<file path="src/rtl/rggen_rtl_pkg.sv">
// Shared status and access-state types for the register bus front end.
package rggen_rtl_pkg;

    typedef enum logic [1:0] {
        RGGEN_OKAY         = 2'b00,
        RGGEN_EXOKAY       = 2'b01,
        RGGEN_SLAVE_ERROR  = 2'b10,
        RGGEN_DECODE_ERROR = 2'b11
    } rggen_status;

    typedef enum logic [1:0] {
        RGGEN_IDLE     = 2'b00,
        RGGEN_ACCESS   = 2'b01,
        RGGEN_RESPONSE = 2'b10
    } rggen_access_state;

endpackage

</file>
<file path="src/rtl/rggen_or_reducer.sv">
// Bitwise OR of COUNT packed WIDTH-bit words; combinational.
module rggen_or_reducer #(
    parameter int WIDTH = 32,
    parameter int COUNT = 1
) (
    input  logic [WIDTH*COUNT-1:0] i_data,
    output logic [WIDTH-1:0]       o_data
);

    always_comb begin
        o_data = '0;
        for (int i = 0; i < COUNT; i++) begin
            o_data = o_data | i_data[WIDTH*i+:WIDTH];
        end
    end

endmodule

</file>
<file path="src/rtl/rggen_bus_access_controller.sv">
// Single-outstanding bus front end: broadcasts one captured request to all registers,
// waits for a ready slot, decode miss or timeout, then holds a registered response until consumed.
module rggen_bus_access_controller
    import rggen_rtl_pkg::*;
#(
    parameter int                     ADDRESS_WIDTH     = 8,
    parameter int                     BUS_WIDTH         = 32,
    parameter int                     REGISTERS         = 1,
    parameter bit                     PRE_DECODE        = 0,
    parameter logic [ADDRESS_WIDTH-1:0] BASE_ADDRESS    = '0,
    parameter int                     BYTE_SIZE         = 256,
    parameter bit                     ERROR_STATUS      = 0,
    parameter logic [BUS_WIDTH-1:0]   DEFAULT_READ_DATA = '0,
    parameter int                     TIMEOUT_CYCLES    = 0
) (
    input  logic                           i_clk,
    input  logic                           i_rst_n,
    input  logic                           i_req_valid,
    output logic                           o_req_ready,
    input  logic                           i_req_write,
    input  logic [ADDRESS_WIDTH-1:0]       i_req_address,
    input  logic [BUS_WIDTH/8-1:0]         i_req_strobe,
    input  logic [BUS_WIDTH-1:0]           i_req_write_data,
    output logic                           o_rsp_valid,
    input  logic                           i_rsp_ready,
    output logic [1:0]                     o_rsp_status,
    output logic [BUS_WIDTH-1:0]           o_rsp_read_data,
    output logic                           o_register_valid,
    output logic                           o_register_write,
    output logic [ADDRESS_WIDTH-1:0]       o_register_address,
    output logic [BUS_WIDTH/8-1:0]         o_register_strobe,
    output logic [BUS_WIDTH-1:0]           o_register_write_data,
    input  logic [REGISTERS-1:0]           i_register_active,
    input  logic [REGISTERS-1:0]           i_register_ready,
    input  logic [2*REGISTERS-1:0]         i_register_status,
    input  logic [BUS_WIDTH*REGISTERS-1:0] i_register_read_data
);

    localparam int CW = (TIMEOUT_CYCLES < 2) ? 1 : $clog2(TIMEOUT_CYCLES + 1);
    localparam logic [CW-1:0] TIMEOUT_LAST =
        (TIMEOUT_CYCLES == 0) ? '0 : CW'(TIMEOUT_CYCLES - 1);
    localparam logic [ADDRESS_WIDTH:0] WINDOW_END =
        {1'b0, BASE_ADDRESS} + (ADDRESS_WIDTH + 1)'(BYTE_SIZE);
    localparam rggen_status MISS_STATUS = ERROR_STATUS ? RGGEN_SLAVE_ERROR : RGGEN_OKAY;

    rggen_access_state          state;
    logic [CW-1:0]              counter;
    rggen_status                rsp_status;
    logic [REGISTERS-1:0]       hit_mask;
    logic [2*REGISTERS-1:0]     masked_status;
    logic [BUS_WIDTH*REGISTERS-1:0] masked_data;
    logic [1:0]                 collected_status;
    logic [BUS_WIDTH-1:0]       collected_data;
    logic                       in_window;
    logic [BUS_WIDTH-1:0]       miss_data;

    assign hit_mask = i_register_active & i_register_ready;

    // Only slots that are both selected and done may contribute to the response.
    always_comb begin
        masked_status = '0;
        masked_data   = '0;
        for (int i = 0; i < REGISTERS; i++) begin
            masked_status[2*i+:2]                = i_register_status[2*i+:2] & {2{hit_mask[i]}};
            masked_data[BUS_WIDTH*i+:BUS_WIDTH] = i_register_read_data[BUS_WIDTH*i+:BUS_WIDTH]
                                                & {BUS_WIDTH{hit_mask[i]}};
        end
    end

    rggen_or_reducer #(.WIDTH(2), .COUNT(REGISTERS)) u_status_reducer (
        .i_data (masked_status),
        .o_data (collected_status)
    );

    rggen_or_reducer #(.WIDTH(BUS_WIDTH), .COUNT(REGISTERS)) u_data_reducer (
        .i_data (masked_data),
        .o_data (collected_data)
    );

    assign in_window = !PRE_DECODE ||
                       (({1'b0, i_req_address} >= {1'b0, BASE_ADDRESS}) &&
                        ({1'b0, i_req_address} <  WINDOW_END));
    assign miss_data = o_register_write ? '0 : DEFAULT_READ_DATA;

    always_ff @(posedge i_clk) begin
        if (!i_rst_n) begin
            state                 <= RGGEN_IDLE;
            counter               <= '0;
            o_req_ready           <= 1'b1;
            o_register_valid      <= 1'b0;
            o_rsp_valid           <= 1'b0;
            rsp_status            <= RGGEN_OKAY;
            o_rsp_read_data       <= '0;
            o_register_write      <= 1'b0;
            o_register_address    <= '0;
            o_register_strobe     <= '0;
            o_register_write_data <= '0;
        end else begin
            case (state)
                RGGEN_IDLE: begin
                    if (i_req_valid) begin
                        o_register_write      <= i_req_write;
                        o_register_address    <= i_req_address;
                        o_register_strobe     <= i_req_strobe;
                        o_register_write_data <= i_req_write_data;
                        counter               <= '0;
                        o_req_ready           <= 1'b0;
                        if (in_window) begin
                            state            <= RGGEN_ACCESS;
                            o_register_valid <= 1'b1;
                        end else begin
                            state           <= RGGEN_RESPONSE;
                            o_rsp_valid     <= 1'b1;
                            rsp_status      <= MISS_STATUS;
                            o_rsp_read_data <= i_req_write ? '0 : DEFAULT_READ_DATA;
                        end
                    end
                end
                RGGEN_ACCESS: begin
                    if (|hit_mask) begin
                        state            <= RGGEN_RESPONSE;
                        o_register_valid <= 1'b0;
                        o_rsp_valid      <= 1'b1;
                        rsp_status       <= rggen_status'(collected_status);
                        o_rsp_read_data  <= o_register_write ? '0 : collected_data;
                    end else if (!(|i_register_active)) begin
                        state            <= RGGEN_RESPONSE;
                        o_register_valid <= 1'b0;
                        o_rsp_valid      <= 1'b1;
                        rsp_status       <= MISS_STATUS;
                        o_rsp_read_data  <= miss_data;
                    end else if ((TIMEOUT_CYCLES != 0) && (counter == TIMEOUT_LAST)) begin
                        state            <= RGGEN_RESPONSE;
                        o_register_valid <= 1'b0;
                        o_rsp_valid      <= 1'b1;
                        rsp_status       <= RGGEN_SLAVE_ERROR;
                        o_rsp_read_data  <= miss_data;
                    end else if (counter != '1) begin
                        counter <= counter + 1'b1;
                    end
                end
                RGGEN_RESPONSE: begin
                    if (i_rsp_ready) begin
                        state       <= RGGEN_IDLE;
                        o_rsp_valid <= 1'b0;
                        o_req_ready <= 1'b1;
                    end
                end
                default: begin
                    state            <= RGGEN_IDLE;
                    o_req_ready      <= 1'b1;
                    o_register_valid <= 1'b0;
                    o_rsp_valid      <= 1'b0;
                end
            endcase
        end
    end

    assign o_rsp_status = rsp_status;

    // Overlapping address maps are a configuration error; results would be OR-merged.
    always_ff @(posedge i_clk) begin
        if (i_rst_n && (state == RGGEN_ACCESS)) begin
            assert ($onehot0(i_register_active))
                else $error("multiple register slots active");
        end
    end

endmodule

</file>
<file path="config.mk">
export PLATFORM = sky130hd
export DESIGN_NAME = rggen_bus_access_controller
export DESIGN_NICKNAME = d
export VERILOG_FILES = /design/src/rtl/rggen_rtl_pkg.sv /design/src/rtl/rggen_or_reducer.sv /design/src/rtl/rggen_bus_access_controller.sv
export SDC_FILE = /design/constraint.sdc
export NUM_CORES = 1
export LEC_CHECK = 0
export CAP_MARGIN = 20
export CORE_ASPECT_RATIO = 1.4
export CORE_MARGIN = 4
export CORE_UTILIZATION = 38
export DETAILED_ROUTE_END_ITERATION = 10
export PLACE_DENSITY = 0.82
export SLEW_MARGIN = 10
export SYNTH_ARGS = -nofsm -noshare
export SYNTH_HDL_FRONTEND = slang
export SYNTH_SLANG_ARGS = --single-unit
</file>
<file path="constraint.sdc">
create_clock -name i_clk -period 1.6 [get_ports i_clk]
set_input_delay 0.32 -clock i_clk [delete_from_list [all_inputs] [get_ports i_clk]]
set_output_delay 0.32 -clock i_clk [all_outputs]
set_load 0.005 [all_outputs]
</file>
== Word level (Yosys, flattened, before mapping) ==
Index checks and enable logic that the tools add are counted.

* Reductions and logical operators: 7
* Bitwise logic cells: 6
* Equal/unequal tests: 6
* Multiplexer cells: 21

{| class="wikitable"
|+ Operators by type and width
! cell !! count
|-
| $mux 32 || 3
|-
| $and 32x32->32 || 1
|-
| $mux 2 || 6
|-
| $reduce_and 3->1 || 4
|-
| $pmux 1 s3 || 3
|-
| $mux 1 || 8
|-
| $pmux 2 s3 || 1
|-
| $ne 2x2->1 const B || 2
|-
| $reduce_and 2->1 || 2
|-
| $ne 3x3->1 const B || 1
|-
| $not 1->1 || 3
|-
| $and 2x2->2 || 1
|-
| $eq 2x1->1 const B || 1
|-
| $eq 2x2->1 const B || 1
|-
| $logic_not 2->1 || 1
|-
| $ne 2x1->1 const B || 1
|-
| $and 1x1->1 || 1
|}

* Bits in registers: 84

== Longest topological paths before layout ==
* Depth after elaboration: 4
* Gate-level depth with buffers: 5
* Mapped depth without buffers: 3

== Modules after synthesis ==
A second synthesis with hierarchy kept.

* Cell total of the unflattened synthesis: 379
* Area, all modules: 3,465.8 µm²

{| class="wikitable"
|+ Modules (own cells, without submodules)
! module !! instances !! area each (µm²) !! cells each
|-
| rggen_bus_access_controller || 1 || 3,210.6 || 345
|-
| rggen_or_reducer (u_data_reducer) || 1 || 240.2 || 32
|-
| rggen_or_reducer (u_status_reducer) || 1 || 15.0 || 2
|}

== Least setup slack after synthesis ==
No wires, ideal clock.

* Kind: register to register
* Start: register state[0]
* End: register o_register_strobe[0]
* Library setup time: 0.115 ns
* Stages on the path, launching flop included: 6
* Required time: 1.485 ns
* Slack: 0.371 ns
* Data arrival time: 1.114 ns
* Cell sequence: dfxtp_1 > or3b_1 > buf_6 > buf_6 > nand3_1 > o21ai_2

* Word-level cells in the longest chain between the ends: 2

{| class="wikitable"
|+ RTL lines
! what !! line !! text
|-
| from (decl) || rggen_bus_access_controller.sv:46 || <nowiki>rggen_access_state state;</nowiki>
|-
| from (signal assigned) || rggen_bus_access_controller.sv:87 || <nowiki>state <= RGGEN_IDLE;</nowiki>
|-
| from (signal assigned) || rggen_bus_access_controller.sv:109 || <nowiki>state <= RGGEN_ACCESS;</nowiki>
|-
| from (signal assigned) || rggen_bus_access_controller.sv:112 || <nowiki>state <= RGGEN_RESPONSE;</nowiki>
|-
| $logic_not 2->1 || rggen_bus_access_controller.sv:99 || <nowiki>case (state)</nowiki>
|-
| $reduce_and 2->1 (no line) || n/a ||
|-
| to (signal assigned) || rggen_bus_access_controller.sv:104 || <nowiki>o_register_strobe <= i_req_strobe;</nowiki>
|-
| to (decl) || rggen_bus_access_controller.sv:31 || <nowiki>output logic [BUS_WIDTH/8-1:0] o_register_strobe,</nowiki>
|}

Every way passes these cells.
A chain may end at the register's enable or synchronous reset.

== Worst setup path after layout ==
* Start: register o_register_valid
* End: output o_register_valid

{| class="wikitable"
|+ RTL lines
! what !! line !! text
|-
| from (decl) || rggen_bus_access_controller.sv:28 || <nowiki>output logic o_register_valid,</nowiki>
|-
| from (signal assigned) || rggen_bus_access_controller.sv:90 || <nowiki>o_register_valid <= 1'b0;</nowiki>
|-
| from (signal assigned) || rggen_bus_access_controller.sv:110 || <nowiki>o_register_valid <= 1'b1;</nowiki>
|-
| from (signal assigned) || rggen_bus_access_controller.sv:122 || <nowiki>o_register_valid <= 1'b0;</nowiki>
|}

No word-level cell between the ends.

==> results.sh <==
export IMPL_area_growth_pct=63.1
export IMPL_outcome="finished clean"
export IMPL_syn_num_nets=388
export IMPL_ys_types=24
export IMPL_setup_violations=0
export IMPL_numClockSinks=84
export IMPL_die_area_mm2=0.00949
export IMPL_syn_area_mm2=0.00303
export IMPL_cts_htree_levels=3
export IMPL_fin_crit_ns=1.56
export IMPL_avgRoutedWirePerCell_um=15.1
export IMPL_routedLengthMet1_um=3480
export IMPL_viasPerCell=4.97
export IMPL_utilization=0.638
export IMPL_whs_ns=0.334
export IMPL_place_gp_congestion=0.835
export IMPL_antenna_left=0
export IMPL_cts_root_buffer="clkbuf_8"
export IMPL_total_power_uw=4490
export IMPL_finClkSkew_ns=0.00728
export IMPL_hold_viol=0
export IMPL_slew_violations=0
export IMPL_cap_violations=0
export IMPL_critPathKind="reg -> out"
export IMPL_cp_num_buf_inv=1
export IMPL_grt_max_degree=44
export IMPL_power_frac_seq=0.503
export IMPL_vias=2813
export IMPL_path_delay_family="buffers and inverters"
export IMPL_worstPathMaxFanout=3
export IMPL_ioPinCount=167
export IMPL_fin_nets=548
export IMPL_syn_inst=303
export IMPL_worst_slew_pin_slew_ns=0.402
export IMPL_dp_cells=552
export IMPL_maxSlewHeadroom=0.732
export IMPL_fin_cells=566
export IMPL_grt_use_total=0.185
export IMPL_final_period_utilization=0.973
export IMPL_slowest_stage="clkdlybuf4s50_1"
export IMPL_crit_arrival_ns=1.24
export IMPL_p_int_uw=3450
export IMPL_cts_clk_slew_worst_paths_ns=0.08
export IMPL_numCtsBuffers=9
export IMPL_hold_path_class="in -> reg"
export IMPL_drc=0
export IMPL_setup_tns_final_ns=0
export IMPL_p_per_area_mw_per_mm2=908
export IMPL_p_sw_uw=1040
export IMPL_top_layer="met4"
export IMPL_path_cells="clkdlybuf4s50_1"
export IMPL_cp_required_ns=1.28
export IMPL_wl_um=8570
export IMPL_first_pass_iters=4
export IMPL_die_h_um=114
export IMPL_start_util=0.391
export IMPL_overflow=0
export IMPL_rsz0062_at_grt="false"
export IMPL_yosysWarnings=0
export IMPL_cts_tree="built"
export IMPL_wl_met3_um=735
export IMPL_clock_power_share=0.329
export IMPL_final_cell_mix="clkdlybuf4s50_1, dfxtp_1, nand2_1, nand3_1, a22o_1"
export IMPL_portBuffers=166
export IMPL_grt_pass1_wl_um=14100
export IMPL_antenna_found_initial=0
export IMPL_seq_area_frac_synth=0.555
export IMPL_combinationalPowerShare=0.167
export IMPL_grt_pass1_vias=2822
export IMPL_cts_max_path_buffers=2
export IMPL_fmax_ghz=0.642
export IMPL_setup_worst_path_end_class="output pin"
export IMPL_final_common_cell="clkdlybuf4s50_1"
export IMPL_power_switching_share=0.232
export IMPL_antenna_cells=0
export IMPL_leakagePower_uw=0.00186
export IMPL_drive_gt1_frac=0.118
export IMPL_postCtsSetupBuffers=0
export IMPL_drt_iter0_markers=109
export IMPL_vdd_drop_max_uv=528
export IMPL_cpPeakStageDelay_ns=0.52
export IMPL_insertion_delay_ns=0.34
export IMPL_core_mm2=0.00775
export IMPL_dp_hpwl_um=6470
export IMPL_synth_avg_cell_area_um2=10.0
export IMPL_ys_ff_latch=84
export IMPL_row_count=38
export IMPL_wl_met2_um=4220
export IMPL_cp_start_kind="flop"
export IMPL_die_width_um=83.5
==> layout make-up <==
type	instances	area, um^2
fillers	624	2810
repair buffers	175	1770
flip-flops and latches	84	1680
multi-input cells	190	1160
clock buffers	12	155
well taps	100	125
clock inverters	2	35.0
inverters	3	11.3
==> final timing paths <==
path / startpoint / to / slack [ns] / cells past startpoint
max: o_register_valid / o_register_valid / 0.04 / 1
min: i_rst_n / state[1] / 0.33 / 3
max reg2reg: state[0] / o_register_strobe[3] / 0.27 / 4
min reg2reg: o_register_write_data[30] / o_register_write_data[30] / 0.45 / 2
==> flip-flops by register name (all words and copies together) (netlist names) <==
register and flops:
o_register_address 8, o_register_strobe 4, o_register_valid 1, o_register_write 1, o_register_write_data 32, o_req_ready 1
o_rsp_read_data 32, o_rsp_status 2, o_rsp_valid 1, state 2
==> per-layer routing <==
layer / vias up / track usage
met3: 9 / 0.0527
met1: 1281 / 0.214
met2: 130 / 0.318
li1: 1393 / -
met5: - / 0
met4: 0 / 0.0805
==> logic make-up after synthesis <==
| group | Yosys count | share of synthesized area |
|---|---|---|
| and+or+nand+nor | 103 | 0.161 |
| AOI/OAI and AO/OA | 87 | 0.221 |
| DFF | 84 | 0.555 |
| buffers and inverters | 29 | 0.0636 |
==> power by group through the flow <==
stage | logic [uW] | clock network [uW] | registers [uW]
after floorplan | 290 | 0 | 2310
after global placement | 740 | 0 | 2300
after detailed placement | 754 | 0 | 2310
after CTS | 758 | 1520 | 2260
after global routing | 816 | 1600 | 2270
final | 750 | 1480 | 2260
==> worst reg2reg max path, stage by stage, from the launching register on <==
cell and delay, ns:
dfxtp_1 0.38, or3b_4 0.44, buf_12 0.20, nand3_1 0.13, o21ai_1 0.07
==> Yosys cell counts (all sizes together) <==
cell | instances | share of area
nor3 | 2 | 0.0070
clkbuf | 5 | 0.0062
nand3 | 46 | 0.076
a31oi | 2 | 0.0062
a21oi | 3 | 0.0050
dfxtp | 84 | 0.55
inv | 3 | 0.0037
or3b | 1 | 0.0029
nand4b | 1 | 0.0029
nand2 | 47 | 0.058
nor2 | 2 | 0.0025
nand2b | 2 | 0.0066
and3 | 1 | 0.0021
a22o | 34 | 0.098
buf | 21 | 0.054
o21ai | 48 | 0.11
nand3b | 1 | 0.0025
==> stage by stage <==
| stage | setup slack (ns) | area [um^2] |
|---|---|---|
| detailed placement | -0.150 | 4750 |
| global placement | -0.111 | 4750 |
| CTS | 0.0161 | 4940 |
| finish | 0.0434 | 4940 |
| global route | 0.00271 | 4940 |
| floorplan | 0.371 | 3030 |
==> repair_timing <==
action	in CTS	in global routing
gates resized for setup	1	1
setup endpoints to repair	1	1
hold buffers	0	0
gates cloned	0	0
No activity file was read; power rests on OpenSTA's default activity.
